### src/rtl/cont_sweep_ctrl_if.sv
// Command and counter-control bundle for cont_sweep_ctrl.
// The pause line exists only when CONT_SWEEP_PAUSE_EN is defined.
interface cont_sweep_ctrl_if #(
    parameter int W       = 4,
    parameter int SWEEP_W = 8
);
    logic               cmd_valid;
    logic               cmd_ready;
    logic [W-1:0]       cmd_lo;
    logic [W-1:0]       cmd_hi;
    logic [1:0]         cmd_mode;
    logic [SWEEP_W-1:0] cmd_sweeps;
    logic               stop;
`ifdef CONT_SWEEP_PAUSE_EN
    logic               pause;
`endif
    logic [W-1:0]       cnt_val;
    logic               cnt_load;
    logic [W-1:0]       cnt_load_val;
    logic               cnt_en;
    logic               cnt_up;
    logic               busy;
    logic               done;
    logic               cmd_err;
    logic [SWEEP_W-1:0] sweep_cnt;

    modport master (
`ifdef CONT_SWEEP_PAUSE_EN
        output pause,
`endif
        output cmd_valid, cmd_lo, cmd_hi, cmd_mode, cmd_sweeps, stop, cnt_val,
        input  cmd_ready, cnt_load, cnt_load_val, cnt_en, cnt_up,
        input  busy, done, cmd_err, sweep_cnt
    );

    modport slave (
`ifdef CONT_SWEEP_PAUSE_EN
        input  pause,
`endif
        input  cmd_valid, cmd_lo, cmd_hi, cmd_mode, cmd_sweeps, stop, cnt_val,
        output cmd_ready, cnt_load, cnt_load_val, cnt_en, cnt_up,
        output busy, done, cmd_err, sweep_cnt
    );
endinterface

### src/rtl/cont_sweep_ctrl.sv
// Sweep sequencer driving an external up/down counter between two limits.
// Optional RUN-state pause input enabled by CONT_SWEEP_PAUSE_EN.
module cont_sweep_ctrl #(
    parameter int W       = 4,
    parameter int SWEEP_W = 8
) (
    input  logic           clk,
    input  logic           reset,
    cont_sweep_ctrl_if.slave bus
);
    typedef enum logic [2:0] {IDLE, LOAD, RUN_UP, RUN_DOWN, DONE} state_t;

    localparam logic [1:0] M_UP   = 2'b00;
    localparam logic [1:0] M_DOWN = 2'b01;
    localparam logic [1:0] M_BNC  = 2'b10;

    state_t             state, nxt;
    logic [W-1:0]       lo, hi;
    logic [1:0]         mode;
    logic [SWEEP_W-1:0] sweeps, sweep_cnt;
    logic               done, cmd_err;
    logic               accept, illegal, last, sweep_inc, hold;
    logic               load, en, up;
    logic [W-1:0]       load_val;
    logic [SWEEP_W:0]   sweep_nxt;

`ifdef CONT_SWEEP_PAUSE_EN
    assign hold = bus.pause;
`else
    assign hold = 1'b0;
`endif

    assign accept    = bus.cmd_valid && (state == IDLE);
    assign illegal   = (bus.cmd_lo > bus.cmd_hi) || (bus.cmd_mode == 2'b11);
    assign sweep_nxt = {1'b0, sweep_cnt} + {{SWEEP_W{1'b0}}, 1'b1};
    assign last      = (sweeps != '0) && (sweep_nxt == {1'b0, sweeps});

    always_comb begin
        nxt       = state;
        load      = 1'b0;
        load_val  = '0;
        en        = 1'b0;
        up        = 1'b0;
        sweep_inc = 1'b0;
        case (state)
            IDLE: if (accept && !illegal) nxt = LOAD;
            LOAD: begin
                load_val = (mode == M_DOWN) ? hi : lo;
                if (bus.stop) nxt = IDLE;
                else begin
                    load = 1'b1;
                    nxt  = (mode == M_DOWN) ? RUN_DOWN : RUN_UP;
                end
            end
            RUN_UP: begin
                up = 1'b1;
                if (bus.stop)              nxt = IDLE;
                else if (hold)             nxt = RUN_UP;
                else if (bus.cnt_val != hi) en = 1'b1;
                else if (mode == M_BNC)    nxt = RUN_DOWN;
                else begin
                    sweep_inc = 1'b1;
                    nxt       = last ? DONE : LOAD;
                end
            end
            RUN_DOWN: begin
                if (bus.stop)              nxt = IDLE;
                else if (hold)             nxt = RUN_DOWN;
                else if (bus.cnt_val != lo) en = 1'b1;
                else begin
                    // a bounce round trip completes here, as does a down-only sweep
                    sweep_inc = 1'b1;
                    if (last)              nxt = DONE;
                    else if (mode == M_BNC) nxt = RUN_UP;
                    else                   nxt = LOAD;
                end
            end
            DONE:    nxt = IDLE;
            default: nxt = IDLE;
        endcase
    end

    always_ff @(posedge clk or negedge reset) begin
        if (!reset) begin
            state     <= IDLE;
            lo        <= '0;
            hi        <= '0;
            mode      <= '0;
            sweeps    <= '0;
            sweep_cnt <= '0;
            done      <= 1'b0;
            cmd_err   <= 1'b0;
        end else begin
            state   <= nxt;
            done    <= (nxt == DONE);
            cmd_err <= accept && illegal;
            if (accept && !illegal) begin
                lo        <= bus.cmd_lo;
                hi        <= bus.cmd_hi;
                mode      <= bus.cmd_mode;
                sweeps    <= bus.cmd_sweeps;
                sweep_cnt <= '0;
            end else if (sweep_inc && (sweep_cnt != '1)) begin
                sweep_cnt <= sweep_nxt[SWEEP_W-1:0];
            end
        end
    end

    assign bus.cmd_ready    = (state == IDLE);
    assign bus.busy         = (state != IDLE);
    assign bus.cnt_load     = load;
    assign bus.cnt_load_val = load_val;
    assign bus.cnt_en       = en;
    assign bus.cnt_up       = up;
    assign bus.done         = done;
    assign bus.cmd_err      = cmd_err;
    assign bus.sweep_cnt    = sweep_cnt;

    // reference M_UP so the mode map stays documented in one place
    logic unused_mode;
    assign unused_mode = (mode == M_UP);
endmodule

### src/flat_wrapper.sv
// flat-port wrapper written by rule: the top's interface ports become plain ports
module cont_sweep_ctrl_flat 
#(
    parameter int W       = 4,
    parameter int SWEEP_W = 8
)
  (clk, reset, bus_cmd_valid, bus_cmd_lo, bus_cmd_hi, bus_cmd_mode, bus_cmd_sweeps, bus_stop, bus_cnt_val, bus_cmd_ready, bus_cnt_load, bus_cnt_load_val, bus_cnt_en, bus_cnt_up, bus_busy, bus_done, bus_cmd_err, bus_sweep_cnt);
  cont_sweep_ctrl_if #(.W(W), .SWEEP_W(SWEEP_W)) bus_i ();
  input  logic clk;
  input  logic reset;
  input wire logic [$bits(bus_i.cmd_valid)-1:0] bus_cmd_valid;
  input wire logic [$bits(bus_i.cmd_lo)-1:0] bus_cmd_lo;
  input wire logic [$bits(bus_i.cmd_hi)-1:0] bus_cmd_hi;
  input wire logic [$bits(bus_i.cmd_mode)-1:0] bus_cmd_mode;
  input wire logic [$bits(bus_i.cmd_sweeps)-1:0] bus_cmd_sweeps;
  input wire logic [$bits(bus_i.stop)-1:0] bus_stop;
  input wire logic [$bits(bus_i.cnt_val)-1:0] bus_cnt_val;
  output wire logic [$bits(bus_i.cmd_ready)-1:0] bus_cmd_ready;
  output wire logic [$bits(bus_i.cnt_load)-1:0] bus_cnt_load;
  output wire logic [$bits(bus_i.cnt_load_val)-1:0] bus_cnt_load_val;
  output wire logic [$bits(bus_i.cnt_en)-1:0] bus_cnt_en;
  output wire logic [$bits(bus_i.cnt_up)-1:0] bus_cnt_up;
  output wire logic [$bits(bus_i.busy)-1:0] bus_busy;
  output wire logic [$bits(bus_i.done)-1:0] bus_done;
  output wire logic [$bits(bus_i.cmd_err)-1:0] bus_cmd_err;
  output wire logic [$bits(bus_i.sweep_cnt)-1:0] bus_sweep_cnt;
  assign bus_i.cmd_valid = bus_cmd_valid;
  assign bus_i.cmd_lo = bus_cmd_lo;
  assign bus_i.cmd_hi = bus_cmd_hi;
  assign bus_i.cmd_mode = bus_cmd_mode;
  assign bus_i.cmd_sweeps = bus_cmd_sweeps;
  assign bus_i.stop = bus_stop;
  assign bus_i.cnt_val = bus_cnt_val;
  assign bus_cmd_ready = bus_i.cmd_ready;
  assign bus_cnt_load = bus_i.cnt_load;
  assign bus_cnt_load_val = bus_i.cnt_load_val;
  assign bus_cnt_en = bus_i.cnt_en;
  assign bus_cnt_up = bus_i.cnt_up;
  assign bus_busy = bus_i.busy;
  assign bus_done = bus_i.done;
  assign bus_cmd_err = bus_i.cmd_err;
  assign bus_sweep_cnt = bus_i.sweep_cnt;
  cont_sweep_ctrl #(.W(W), .SWEEP_W(SWEEP_W)) u_core (.clk(clk), .reset(reset), .bus(bus_i));
endmodule
### config.mk
export PLATFORM = sky130hd
export DESIGN_NAME = cont_sweep_ctrl_flat
export DESIGN_NICKNAME = d
export VERILOG_FILES = /design/src/rtl/cont_sweep_ctrl_if.sv /design/src/rtl/cont_sweep_ctrl.sv /design/src/flat_wrapper.sv
export SDC_FILE = /design/constraint.sdc
export NUM_CORES = 1
export LEC_CHECK = 0
export BUFFER_PORTS_ARGS = -buffer_cell sky130_fd_sc_hd__buf_2
export CORE_MARGIN = 8
export CORE_UTILIZATION = 48
export CTS_CLUSTER_DIAMETER = 100
export DETAILED_ROUTE_END_ITERATION = 12
export PLACE_DENSITY = 0.75
export SLEW_MARGIN = 20
export SYNTH_ARGS = -nofsm -noshare
export SYNTH_HDL_FRONTEND = slang
export SYNTH_SLANG_ARGS = --single-unit
### constraint.sdc
create_clock -name clk -period 2 [get_ports clk]
set_input_delay 0 -clock clk [delete_from_list [all_inputs] [get_ports clk]]
set_output_delay 0 -clock clk [all_outputs]
set_load 0.02 [all_outputs]
# Word-level counts from Yosys, hierarchy flattened
# Cells that the tools add are included.
# classes
addsub	1
n_lt_le_gt_ge	1
eq_ne	11
mux	30
n_reduce_logical	11
# op_table
op	n
3-bit 2-to-1 mux	9
8-bit 2-to-1 mux	2
1-bit 2-to-1 mux	13
3-bit case mux with 4 select lines	1
8-bit by 1-bit adder with 9-bit output (second input constant)	1
9-bit by 8-bit == test with 1-bit output	1
4-bit 2-to-1 mux	2
4-bit inequality test	2
8-bit inequality test (second input constant)	1
8-bit nonzero test	1
3-bit by 2-bit == test with 1-bit output (second input constant)	2
1-bit logical AND	5
2-bit == test (second input constant)	2
4-bit greater-than comparator	1
1-bit case mux with 2 select lines	2
3-bit by 1-bit == test with 1-bit output (second input constant)	1
3-bit == test (second input constant)	1
3-bit zero test	1
3-bit nonzero test	1
2-bit by 1-bit == test with 1-bit output (second input constant)	1
2-bit 2-to-1 mux	1
2-bit nonzero test	1
1-bit zero test	1
1-bit logical OR	1
# word_totals
ff_bits	31
input_bits	26
out_inout_bits	19
wordCells	62

# Depth between registers and ports, before layout
# Gate-level depths: netlist of run 1.
# depth
word_depth	9
mapped_depth	10
ltp_nobuf	8

# Worst setup path before layout of run 1
# Ideal clock, no wire load.
# synth_path
path_kind	flip-flop to flip-flop
start	register u_core.sweep_cnt[0] (netlist: u_core.bus.sweep_cnt[0])
end	register u_core.state[1]
setup_ps	123
t_arrival_ps	2087
required_ps	1877
slack_ps	-210
stages_incl_launch_ff	8
n_path_buf	0
synth_period_minus_slack_ps	2210
path_cell_list	dfrtp_1 -> ha_1 -> nand2_2 -> o21a_1 -> or4_1 -> a211oi_2 -> nand2b_1 -> o221a_1
# synth_via
elab_chain_cells	7
# synth_rtl
item	line	rtl
start: declaration	cont_sweep_ctrl.sv:20	logic [SWEEP_W-1:0] sweeps, sweep_cnt;
start signal: assignment	cont_sweep_ctrl.sv:104	sweep_cnt <= sweep_nxt[SWEEP_W-1:0];
8-bit by 1-bit adder with 9-bit output	cont_sweep_ctrl.sv:35	assign sweep_nxt = {1'b0, sweep_cnt} + {{SWEEP_W{1'b0}}, 1'b1};
9-bit by 8-bit == test with 1-bit output	cont_sweep_ctrl.sv:36	assign last = (sweeps != '0) && (sweep_nxt == {1'b0, sweeps});
1-bit logical AND	cont_sweep_ctrl.sv:36	
3-bit 2-to-1 mux	cont_sweep_ctrl.sv:73	if (last) nxt = DONE;
3-bit 2-to-1 mux	cont_sweep_ctrl.sv:69	else if (bus.cnt_val != lo) en = 1'b1;
3-bit 2-to-1 mux	cont_sweep_ctrl.sv:67	if (bus.stop) nxt = IDLE;
3-bit case mux with 4 select lines	cont_sweep_ctrl.sv:45	case (state)
named net u_core.nxt[1]	cont_sweep_ctrl.sv:17	state_t state, nxt;
end signal: assignment	cont_sweep_ctrl.sv:94	state <= nxt;
end: declaration	cont_sweep_ctrl.sv:17	
# The timed path passes the listed nets, and every way through them passes these cells.
# A chain may end at the register's enable or synchronous reset.

# Worst setup path after layout of run 1
# layout_path
start	register u_core.hi[0]
end	register u_core.sweep_cnt[5] (netlist: u_core.bus.sweep_cnt[5])
# layout_via
elab_chain_cells	6
# layout_rtl
item	line	rtl
start: declaration	cont_sweep_ctrl.sv:18	logic [W-1:0] lo, hi;
start signal: assignment	cont_sweep_ctrl.sv:99	hi <= bus.cmd_hi;
4-bit inequality test	cont_sweep_ctrl.sv:59	else if (bus.cnt_val != hi) en = 1'b1;
1-bit 2-to-1 mux	cont_sweep_ctrl.sv:59	
1-bit 2-to-1 mux	cont_sweep_ctrl.sv:57	if (bus.stop) nxt = IDLE;
1-bit case mux with 2 select lines	cont_sweep_ctrl.sv:45	
1-bit logical AND	cont_sweep_ctrl.sv:103	end else if (sweep_inc && (sweep_cnt != '1)) begin
2-bit nonzero test (no source line)	--	
# Every way passes these cells.

==> metrics.md, run 1 <==
| Metric | Value |
|---|---|
| Status | `completed` |
| Worst-path clk slew | `60 ps` |
| Nets | `303` |
| Reg2reg start | `u_core.hi[0]` |
| Yosys warnings | `0` |
| Final period util | `99.3%` |
| Worst Path Arrival | `2180 ps` |
| Area grow syn2layout | `39.0%` |
| Cells after Synth | `190` |
| Leakage | `1.23 nW` |
| DPL Wire Length | `3470 um` |
| Vias in the first global route | `1784` |
| Clock sink count | `31` |
| Placed insts | `290` |
| CP Capture Type | `register` |
| Register-to-Register Path Depth | `7` |
| Clk_lat worst skew | `290 ps` |
| Max-slew violation count | `0` |
| Syn avg cell area | `10.0 sq um` |
| Die Wd | `78.9 um` |
| Setup Total Neg Slack | `0 ps` |
| Synth async-reset ratio | `100%` |
| Yosys cell types | `43` |
| Hold_ws | `60.9 ps` |
| Drt pass-1 iters | `4` |
| Pin count of the biggest net entering global routing | `32` |
| Post-route minimum period | `1990 ps` |
| Seq cells post-synth | `31` |
| Reg2reg end | `u_core.bus.sweep_cnt[5]` |
| Row count | `23` |
| Type of the worst min-delay path | `primary input to register` |
| Post-synthesis sequential area ratio | `40.8%` |
| Final setup vio count | `0` |
| Final Non-Filler Cells | `323` |
| Ys flop type | `dfrtp_1` |
| CP Launch Point | `u_core.hi[0]` |
| CTS max path bufs | `2` |
| Remaining antenna violation count | `0` |
| Synth Cell Area | `1900 sq um` |
| # Max-Cap Violations | `0` |
| Worst slew pin tran | `715 ps` |
| P per Cell Area | `1030 nW/um^2` |
| DIE AREA | `6230 sq um` |
| I/O pin cnt | `45` |
| Max Freq | `503 MHz` |
| CP required | `2190 ps` |
| CTS tree | `yes` |
| Total wire length | `4840 um` |
| Global placement routability congestion | `0.861` |
| CP startpoint kind | `register` |
| First-iteration detailed-routing DRC count | `102` |
| Slew HR | `52.4%` |
| Share of cells above drive strength 1 | `38.1%` |
| Ant diodes | `0` |
| Initial antenna violation count | `0` |
| Clock root buffer | `clkbuf_8` |
| Initial Util | `48.6%` |
| Final hold violation count | `0` |
| H-tree Lvls | `2` |
| CP endpoint | `u_core.bus.sweep_cnt[5]` |
| CTS buffer count | `5` |
| Die H | `78.9 um` |
| R2R Setup Slk | `10 ps` |
| DRC Markers | `0` |
| Critical path class | `register to register` |
| Post-DR wirelength/cell | `15.0 um` |
| Area of the core | `3910 sq um` |
| Remaining global-route overflow | `0` |
| Gr usage total | `15.8%` |
| Max VDD drop | `0.639 mV` |
| RSZ-0062 raised after global routing | `true` |
| Clock Skew | `6.47 ps` |
| Vias | `1741` |
| Synthesized net count | `221` |
| IO Port Bufs | `44` |
| EDFF count, synth | `0` |
| Worst-path maximum fanout | `5` |
| First-pass GRT wire length | `8000 um` |
| Via/cell ratio | `5.39` |
[report_power, final]
part / internal (W) / switching [W] / leakage [nW] / total [W]
registers: 0.000838 / 0.000230 / 0.388 / 0.00107
logic: 0.000596 / 0.000537 / 0.794 / 0.00113
clock network: 0.000277 / 0.000234 / 0.0482 / 0.000512
total: 0.00171 / 0.00100 / 1.23 / 0.00271
[per-layer routing]
layer | part of all wire [%] | GRT usage (%) | vias to the layer above
li1 | - | - | 847
met1 | 44 | 18.9 | 841
met2 | 49 | 26.3 | 46
met3 | 5.2 | 4.29 | 7
met4 | 1.7 | 6.48 | 0
met5 | 0 | 0 | -
[through the flow]
step                setup slack [ps]  total power [W]  util (%)  area, sq um
finish                          13.7          0.00271      67.5         2640
global route                    -112          0.00288      67.5         2640
CTS                            -12.0          0.00266      66.7         2610
detailed placement              1.01          0.00212      58.1         2270
global placement                49.0          0.00209      58.1         2270
floorplan                      -15.7          0.00181         -         1920
[cell usage after synthesis (2+ instances only)]
| library cell | count | area [sq um] |
|---|---|---|
| dfrtp_1 | 31 | 776 |
| mux2_2 | 19 | 214 |
| nor2_1 | 15 | 56.3 |
| xnor2_1 | 11 | 96.3 |
| nand2_1 | 10 | 37.5 |
| inv_1 | 8 | 30.0 |
| mux2i_1 | 7 | 70.1 |
| o21ai_0 | 7 | 35.0 |
| nand3_1 | 6 | 30.0 |
| a21oi_1 | 5 | 25.0 |
| ha_1 | 5 | 62.6 |
| nand2b_1 | 5 | 31.3 |
| nor3_1 | 5 | 25.0 |
| xor2_1 | 5 | 43.8 |
| buf_2 | 4 | 20.0 |
| nand4_1 | 4 | 25.0 |
| nor2b_1 | 4 | 25.0 |
| a21o_1 | 3 | 22.5 |
| buf_4 | 3 | 22.5 |
| o221ai_1 | 3 | 26.3 |
| or3_1 | 3 | 18.8 |
| inv_2 | 2 | 7.51 |
| nor4_1 | 2 | 12.5 |
| o211ai_1 | 2 | 15.0 |
| o21ai_1 | 2 | 10.0 |
| or4_1 | 2 | 15.0 |
[repair_timing]
item,4_1_cts,5_1_grt
gates resized for setup,1,6
endpoints found under the setup margin,2,30
setup buffers,4,0
pin swaps,5,3
hold buffers,21,0
hold endpoints to repair,50,0
[final cells by class]
class,instances,area (sq um)
Inverter,10,37.5
Clock buffer,7,86.3
Sequential cell,31,778
Clock inverter,1,5.00
Tap cell,50,62.6
Multi-Input combinational cell,141,1090
Timing Repair Buffer,83,578
Fill cell,326,1270
[registers in the layout, summed over array words and instances (netlist names)]
name                  cells
u_core.bus.cmd_err        1
u_core.bus.done           1
u_core.bus.sweep_cnt      8
u_core.hi                 4
u_core.lo                 4
u_core.mode               2
u_core.state              3
u_core.sweeps             8
[critical path, cell delays in order, from the launching register on]
cell and delay [ps]:
dfrtp_1 410, xnor2_1 180, nand4_1 190, o32ai_2 320, o211ai_1 220, buf_4 200, or3_1 300, o221ai_1 80
[worst min path at each step]
stage             start            endpoint  slack, ps  cells past startpoint
4_1_cts        bus_stop     u_core.state[1]         50                      3
6_report       bus_stop     u_core.state[1]         60                      3
3_5_place_dp      reset        u_core.lo[0]         80                      1
2_1_floorplan     reset  u_core.bus.cmd_err       -300                      0
5_1_grt        bus_stop     u_core.state[1]         80                      3
3_3_place_gp      reset        u_core.lo[0]         80                      1
[cell usage in the layout (no fill, tap or decap), types with 3 or more instances in the layout]
cell type / instances
buf_4: 17
nand3_1: 6
dlygate4sd3_1: 21
mux2_2: 19
o221ai_1: 3
xnor2_1: 9
buf_2: 44
nand2_1: 10
nor2_1: 15
clkbuf_8: 6
a21oi_1: 4
a21o_1: 3
o21ai_1: 3
nand2b_1: 5
xor2_1: 5
dfrtp_1: 29
mux2i_1: 7
nand4_1: 4
nor2b_1: 4
o21ai_0: 6
nor3_1: 5
ha_1: 4
inv_1: 8
[cells by family after synthesis]
family	after synthesis	synth area share, %
muxes	26	14.9
and+or+nand+nor	63	17.5
DFF	31	40.8
adders and majority gates	5	3.29
xor gates and xnor gates	16	7.37
buffers and inverters	18	4.41
AOI/OAI and AO/OA	31	11.7
No activity file was read; power rests on OpenSTA's default activity.
==> run 2: changes to the inputs <==
- HOLD_SLACK_MARGIN: unset -> 0.15
==> run 2 against run 1 <==
Net effect:
- combinational power barely moved
- register-to-register slack about the same
- flip-flop and latch count did not move
- utilization grew 0.26 points
- maximum frequency rose by 0.15%
- worst hold slack better by 260 ps
- routed wire length grew 0.14%
- via count about the same
- die area did not move
- critical path depth did not move
- global-route usage hardly changed
- first-iteration DRC count down 27%
- highest routed layer unchanged
==> metrics.md, run 2 (synthesis results as in run 1) <==
| Metric | Value |
|---|---|
| CP startpoint kind | `register` |
| Total placed instance area | `2270 sq um (unchanged)` |
| First-iteration detailed-routing DRC count | `74 (-27%)` |
| DRC Markers | `0 (unchanged)` |
| Power Total | `0.00272 W (+0.16%)` |
| Gr usage total | `15.8% (+0.024 points)` |
| Post-route minimum period | `1980 ps (-2.89 ps)` |
| Critical Path Max Stage Delay | `410 ps (about the same)` |
| DIE AREA | `6230 sq um (unchanged)` |
| Leakage | `1.24 nW (+0.34%)` |
| P per Cell Area | `1030 nW/um^2 (-0.22%)` |
| Row count | `23 (unchanged)` |
| Clk_lat worst skew | `290 ps (about the same)` |
| IO Port Bufs | `44 (unchanged)` |
| Reg2reg start | `u_core.hi[0]` |
| Initial Util | `48.6% (unchanged)` |
| Most common cell after layout, fill and taps aside | `buf_2` |
| Final Non-Filler Cells | `324 (+0.31%)` |
| Ant diodes | `0 (unchanged)` |
| Remaining antenna violation count | `0 (unchanged)` |
| Share of cells above drive strength 1 | `38.0% (-0.14 points)` |
| Worst-path clk slew | `70 ps (about the same)` |
| R2R Setup Slk | `20 ps (about the same)` |
| Area grow syn2layout | `39.5%` |
| Clock Power Share | `18.8% (about the same)` |
| Final period util | `99.2% (-0.14 points)` |
| Clock sink count | `31 (unchanged)` |
| CP Capture Type | `register` |
| Final hold violation count | `0 (unchanged)` |
| CTS tree | `yes` |
| Setup Total Neg Slack | `0 ps (unchanged)` |
| Vias | `1742 (+0.057%)` |
| Total wire length | `4840 um (+0.14%)` |
| CTS buffer count | `5 (unchanged)` |
| Type of the worst min-delay path | `primary input to asynchronous set/reset pin` |
| Max VDD drop | `0.638 mV (-0.14%)` |
| Leading registers by flop count | `u_core.bus.sweep_cnt x8, u_core.sweeps x8` |
| Logic pwr share | `41.8% (about the same)` |
| Remaining global-route overflow | `0 (unchanged)` |
| Die Wd | `78.9 um (unchanged)` |
| # Max-Cap Violations | `0 (unchanged)` |
| Pin count of the biggest net entering global routing | `32 (unchanged)` |
| Slowest CP cell | `dfrtp_1` |
| Met2 usage in global routing | `26.3% (unchanged)` |
| Nets | `304 (+0.33%)` |
| Final instance area | `2650 sq um (+0.38%)` |
| Most frequent cells in the layout | `buf_2, dfrtp_1, dlygate4sd3_1, mux2_2, buf_4` |
| Internal power | `0.00171 W (about the same)` |
| Switch Pwr | `0.00101 W (+0.31%)` |
| Clock root buffer | `clkbuf_8` |
| Slew HR | `52.2% (-0.19 points)` |
| Reg power frac | `39.3% (about the same)` |
| Hold_ws | `317 ps (+256 ps)` |
| Die H | `78.9 um (unchanged)` |
| I/O pin cnt | `45 (unchanged)` |
| Critical path class | `register to register` |
| First-pass GRT wire length | `8020 um (+0.16%)` |
| Clock Skew | `6.54 ps (+0.0678 ps)` |
| CTS max path bufs | `2 (unchanged)` |
| Global placement routability congestion | `0.861 (unchanged)` |
| Post-DR wirelength/cell | `14.9 um (-0.16%)` |
| Worst Path Arrival | `2180 ps (about the same)` |
| Max Freq | `504 MHz (+0.15%)` |
| Reg2reg end | `u_core.bus.sweep_cnt[5]` |
| Register-to-Register Path Depth | `7 (unchanged)` |
| Placed insts | `290 (unchanged)` |
| Met3 Resource Use GR | `4.29% (unchanged)` |
| DPL Wire Length | `3470 um (unchanged)` |
| Final setup vio count | `0 (unchanged)` |
| Worst-path maximum fanout | `5 (unchanged)` |
| CP required | `2190 ps (about the same)` |
| CP cell instances | `xnor2_1 > nand4_1 > o32ai_2 > o211ai_1 > buf_4 > or3_1 > o221ai_1` |
| Vias in the first global route | `1787 (+0.17%)` |
| Global routing's busiest layer | `met2` |
| Drt pass-1 iters | `4 (unchanged)` |
| Max-slew violation count | `0 (unchanged)` |
| Area of the core | `3910 sq um (unchanged)` |
| H-tree Lvls | `2 (unchanged)` |
| Initial antenna violation count | `0 (unchanged)` |
| Met1 Use GR | `18.9% (+0.069 points)` |
| Switching Fraction | `37.0% (+0.054 points)` |
| Worst slew pin tran | `717 ps (+2.80 ps)` |
| Via/cell ratio | `5.38 (-0.25%)` |
| Status | `completed` |
| RSZ-0062 raised after global routing | `true` |
## run 2: stage by stage
step	setup WS, ps	utilization (%)
CTS	-12.0	67.0
floorplan	-15.7	-
global placement	49.0	58.1
finish	16.6	67.7
detailed placement	1.01	58.1
global route	-112	67.7
## run 2: worst max path at each step
stage / from / to / slack (ps) / depth (start not counted)
6_report: u_core.hi[0] / u_core.bus.sweep_cnt[5] / 20 / 7
5_1_grt: u_core.hi[0] / u_core.bus.sweep_cnt[5] / -110 / 7
4_1_cts: u_core.bus.sweep_cnt[1] / u_core.state[0] / -10 / 7
3_5_place_dp: u_core.bus.sweep_cnt[0] / u_core.state[0] / 1 / 7
3_3_place_gp: u_core.bus.sweep_cnt[0] / u_core.state[1] / 50 / 7
2_1_floorplan: u_core.bus.sweep_cnt[0] / u_core.state[1] / -20 / 7
## run 2: worst max-delay path, delay by kind of cell, from the launching register on
| kind | cells | cell delay [ps] |
|---|---|---|
| and+or+nand+nor | 2 | 480 |
| AOI/OAI and AO/OA | 3 | 620 |
| xor gates and xnor gates | 1 | 180 |
| buffers and inverters | 1 | 200 |
| DFF | 1 | 410 |
## run 2: repair_timing
item	in CTS	in global routing
gates cloned	0	0
pin swaps	5	3
hold buffers	22	0
resized for setup	1	6
buffers inserted	4	0
setup endpoints to repair	2	30
hold endpoints to repair	55	0
## run 2: metal layers
| metal | wire length, um | vias up |
|---|---|---|
| met4 | 80 | 0 |
| met3 | 243 | 7 |
| met2 | 2380 | 48 |
| li1 | - | 850 |
| met1 | 2140 | 837 |
| met5 | 0 | - |
## run 2: cell type report
class	count	area [sq um]
fill	328	1260
tap	50	62.6
timing repair buffer	84	588
clock inverter	1	5.00
multi-input combinational	141	1090
clock buffer	7	86.3
sequential	31	778
inverter	10	37.5
## run 2: power groups by stage
stage | Clock [W] | Combinational, W | Sequential [W]
after floorplan | 0 | 0.000801 | 0.00101
after detailed placement | 0 | 0.00106 | 0.00107
final | 0.000512 | 0.00114 | 0.00107
after global routing | 0.000557 | 0.00123 | 0.00110
after global placement | 0 | 0.00104 | 0.00106
after CTS | 0.000516 | 0.00110 | 0.00105
==> run 3: changes to the inputs <==
- CELL_PAD_IN_SITES_DETAIL_PLACEMENT: unset -> 0
- CELL_PAD_IN_SITES_GLOBAL_PLACEMENT: unset -> 1
- CORE_ASPECT_RATIO: unset -> 0.7
- CORE_UTILIZATION: 48 -> 38
- CTS_BUF_LIST: unset -> sky130_fd_sc_hd__clkbuf_4 sky130_fd_sc_hd__clkbuf_8
- PLACE_DENSITY: 0.75 -> unset
- PLACE_DENSITY_LB_ADDON: unset -> 0.1
==> run 3 against run 2 <==
Net effect:
- flip-flop and latch count is the same
- worst setup slack gained 33 ps
- worst hold slack lost 4.4 ps
- cell count grew 6.2%
- critical path depth is the same
- first-iteration DRC count shrank 5.4%
- via count shrank 0.80%
- sequential share of layout area shrank 0.71 points
- final area grew 2.6%
- clock skew shrank 0.85 ps
- combinational power grew 4%
- utilization shrank 11 points
- critical path type unchanged
- largest power group unchanged
- highest routed layer unchanged
==> metrics.md, run 3 (synthesis results as in run 1) <==
| Metric | Value |
|---|---|
| Status | `completed` |
| Reg2reg start | `u_core.bus.sweep_cnt[0]` |
| Initial antenna violation count | `0 (unchanged)` |
| Nets | `305 (+0.33%)` |
| Die H | `75.2 um (-4.8%)` |
| Leakage | `1.24 nW (+0.53%)` |
| Initial Util | `39.5% (-9.0 points)` |
| Type of the worst min-delay path | `primary input to asynchronous set/reset pin` |
| Most frequent cells in the layout | `buf_2, dfrtp_1, dlygate4sd3_1, mux2_2, buf_4` |
| Pin count of the biggest net entering global routing | `32 (unchanged)` |
| Vias | `1728 (-0.80%)` |
| Multi-input gate area | `1100 sq um (+0.69%)` |
| Total wire length | `5160 um (+6.6%)` |
| Post-DR wirelength/cell | `15.0 um (+0.41%)` |
| I/O pin cnt | `45 (unchanged)` |
| P per Cell Area | `1070 nW/um^2 (+4.2%)` |
| # Max-Cap Violations | `0 (unchanged)` |
| Die Wd | `101 um (+27%)` |
| Worst slew pin tran | `702 ps (-15.6 ps)` |
| Filler Cell Count | `429 (+31%)` |
| Max-slew violation count | `0 (unchanged)` |
| DPL Wire Length | `3970 um (+14%)` |
| Row count | `21 (-8.7%)` |
| CP required | `2170 ps (-20 ps)` |
| Vias in the first global route | `1763 (-1.3%)` |
| Final period util | `97.5% (-1.6 points)` |
| CP startpoint kind | `register` |
| R2R Setup Slk | `50 ps (+30 ps)` |
| Leading registers by flop count | `u_core.bus.sweep_cnt x8, u_core.sweeps x8` |
| Critical path class | `register to register` |
| CP Capture Type | `register` |
| Share of cells above drive strength 1 | `39.3% (+1.3 points)` |
| Final hold violation count | `0 (unchanged)` |
| DIE AREA | `7560 sq um (+21%)` |
| Global placement routability congestion | `0.800 (-7.1%)` |
| IO Port Bufs | `44 (unchanged)` |
| Area grow syn2layout | `43.2%` |
| H-tree Lvls | `2 (unchanged)` |
| CTS tree | `yes` |
| Worst-path maximum fanout | `3 (-2)` |
| First-iteration detailed-routing DRC count | `70 (-5.4%)` |
| Post-route minimum period | `1950 ps (-32.7 ps)` |
| Via/cell ratio | `5.02 (-6.6%)` |
| Max Freq | `513 MHz (+1.7%)` |
| RSZ-0062 raised after global routing | `true` |
| Final core occ | `56.6% (-11 points)` |
| Clock sink count | `31 (unchanged)` |
| Max VDD drop | `0.590 mV (-7.6%)` |
| Hold_ws | `312 ps (-4.37 ps)` |
| Area of the core | `4810 sq um (+23%)` |
| Ant diodes | `0 (unchanged)` |
| Most common cell after layout, fill and taps aside | `buf_2` |
| First-pass GRT wire length | `8760 um (+9.3%)` |
| Clock Skew | `5.69 ps (-0.850 ps)` |
| Worst-path clk slew | `70 ps (about the same)` |
| Gr usage total | `15.0% (-0.81 points)` |
| CTS max path bufs | `2 (unchanged)` |
| CTS buffer count | `5 (unchanged)` |
| Worst Path Arrival | `2120 ps (-60 ps)` |
| Drt pass-1 iters | `4 (unchanged)` |
| Remaining antenna violation count | `0 (unchanged)` |
| Final setup vio count | `0 (unchanged)` |
| Register-to-Register Path Depth | `7 (unchanged)` |
| Remaining global-route overflow | `0 (unchanged)` |
| DRC Markers | `0 (unchanged)` |
| FF/Latch Area | `779 sq um (+0.16%)` |
| Clk_lat worst skew | `280 ps (about the same)` |
| Slew HR | `53.2% (+1.0 points)` |
| Clock root buffer | `clkbuf_8` |
| Reg2reg end | `u_core.state[1]` |
| CP Launch Point | `u_core.bus.sweep_cnt[0]` |
==> run 3: metrics by stage <==
step | instance area, sq um | setup TNS, ps | setup WS, ps | std cells | power [W]
final | 2720 | 0 | 49.3 | 344 | 0.00291
after global routing | 2720 | -130 | -48.2 | 344 | 0.00311
after CTS | 2660 | 0 | 3.83 | 340 | 0.00290
after detailed placement | 2300 | -3.99 | -3.99 | 309 | 0.00218
after global placement | 2300 | 0 | 49.5 | 309 | 0.00214
after floorplan | 1920 | -22.8 | -15.7 | 190 | 0.00181
==> run 3: worst max path at each step <==
stage	cells after the start	slack, ps	end
after floorplan	7	-20	u_core.state[1]
after global placement	7	50	u_core.state[0]
after detailed placement	7	-4	u_core.state[1]
after CTS	7	4	u_core.state[1]
after global routing	7	-50	u_core.bus.sweep_cnt[5]
final	7	50	u_core.state[1]
==> run 3: routing by layer <==
metal	GRT usage [%]	vias to the layer above	share of wire (%)
met5	0	-	0
met4	4.33	0	0.99
met3	4.99	7	6.6
met2	22.5	40	43
met1	20.1	834	49
li1	-	847	-
==> run 3: cell type report <==
type / instances / area share, %
clock buffer: 6 / 3.03
clock inverter: 2 / 1.29
inverter: 10 / 1.38
multi-input combinational: 141 / 40.5
sequential: 31 / 28.6
tap: 69 / 3.17
timing repair buffer: 85 / 22.0
==> run 3: worst max-delay path: stages (launching register included) <==
cell and delay (ps):
dfrtp_2 390, ha_4 170, nand2_4 60, o21a_1 190, or4_4 490, a211oi_4 240, nand2b_1 80, o221a_1 210
==> run 3: power breakdown <==
part | internal (W) | switching [W]
sequential | 0.000837 | 0.000230
combinational | 0.000622 | 0.000570
clock | 0.000403 | 0.000246
total | 0.00186 | 0.00105
==> run 3: what timing repair did <==
item                                    4_1_cts  5_1_grt
endpoints found under the hold margin        54        0
setup buffers                                 1        4
resized for setup                             2        9
hold buffers                                 22        0
endpoints found under the setup margin        2       25
pin swaps                                     3        4
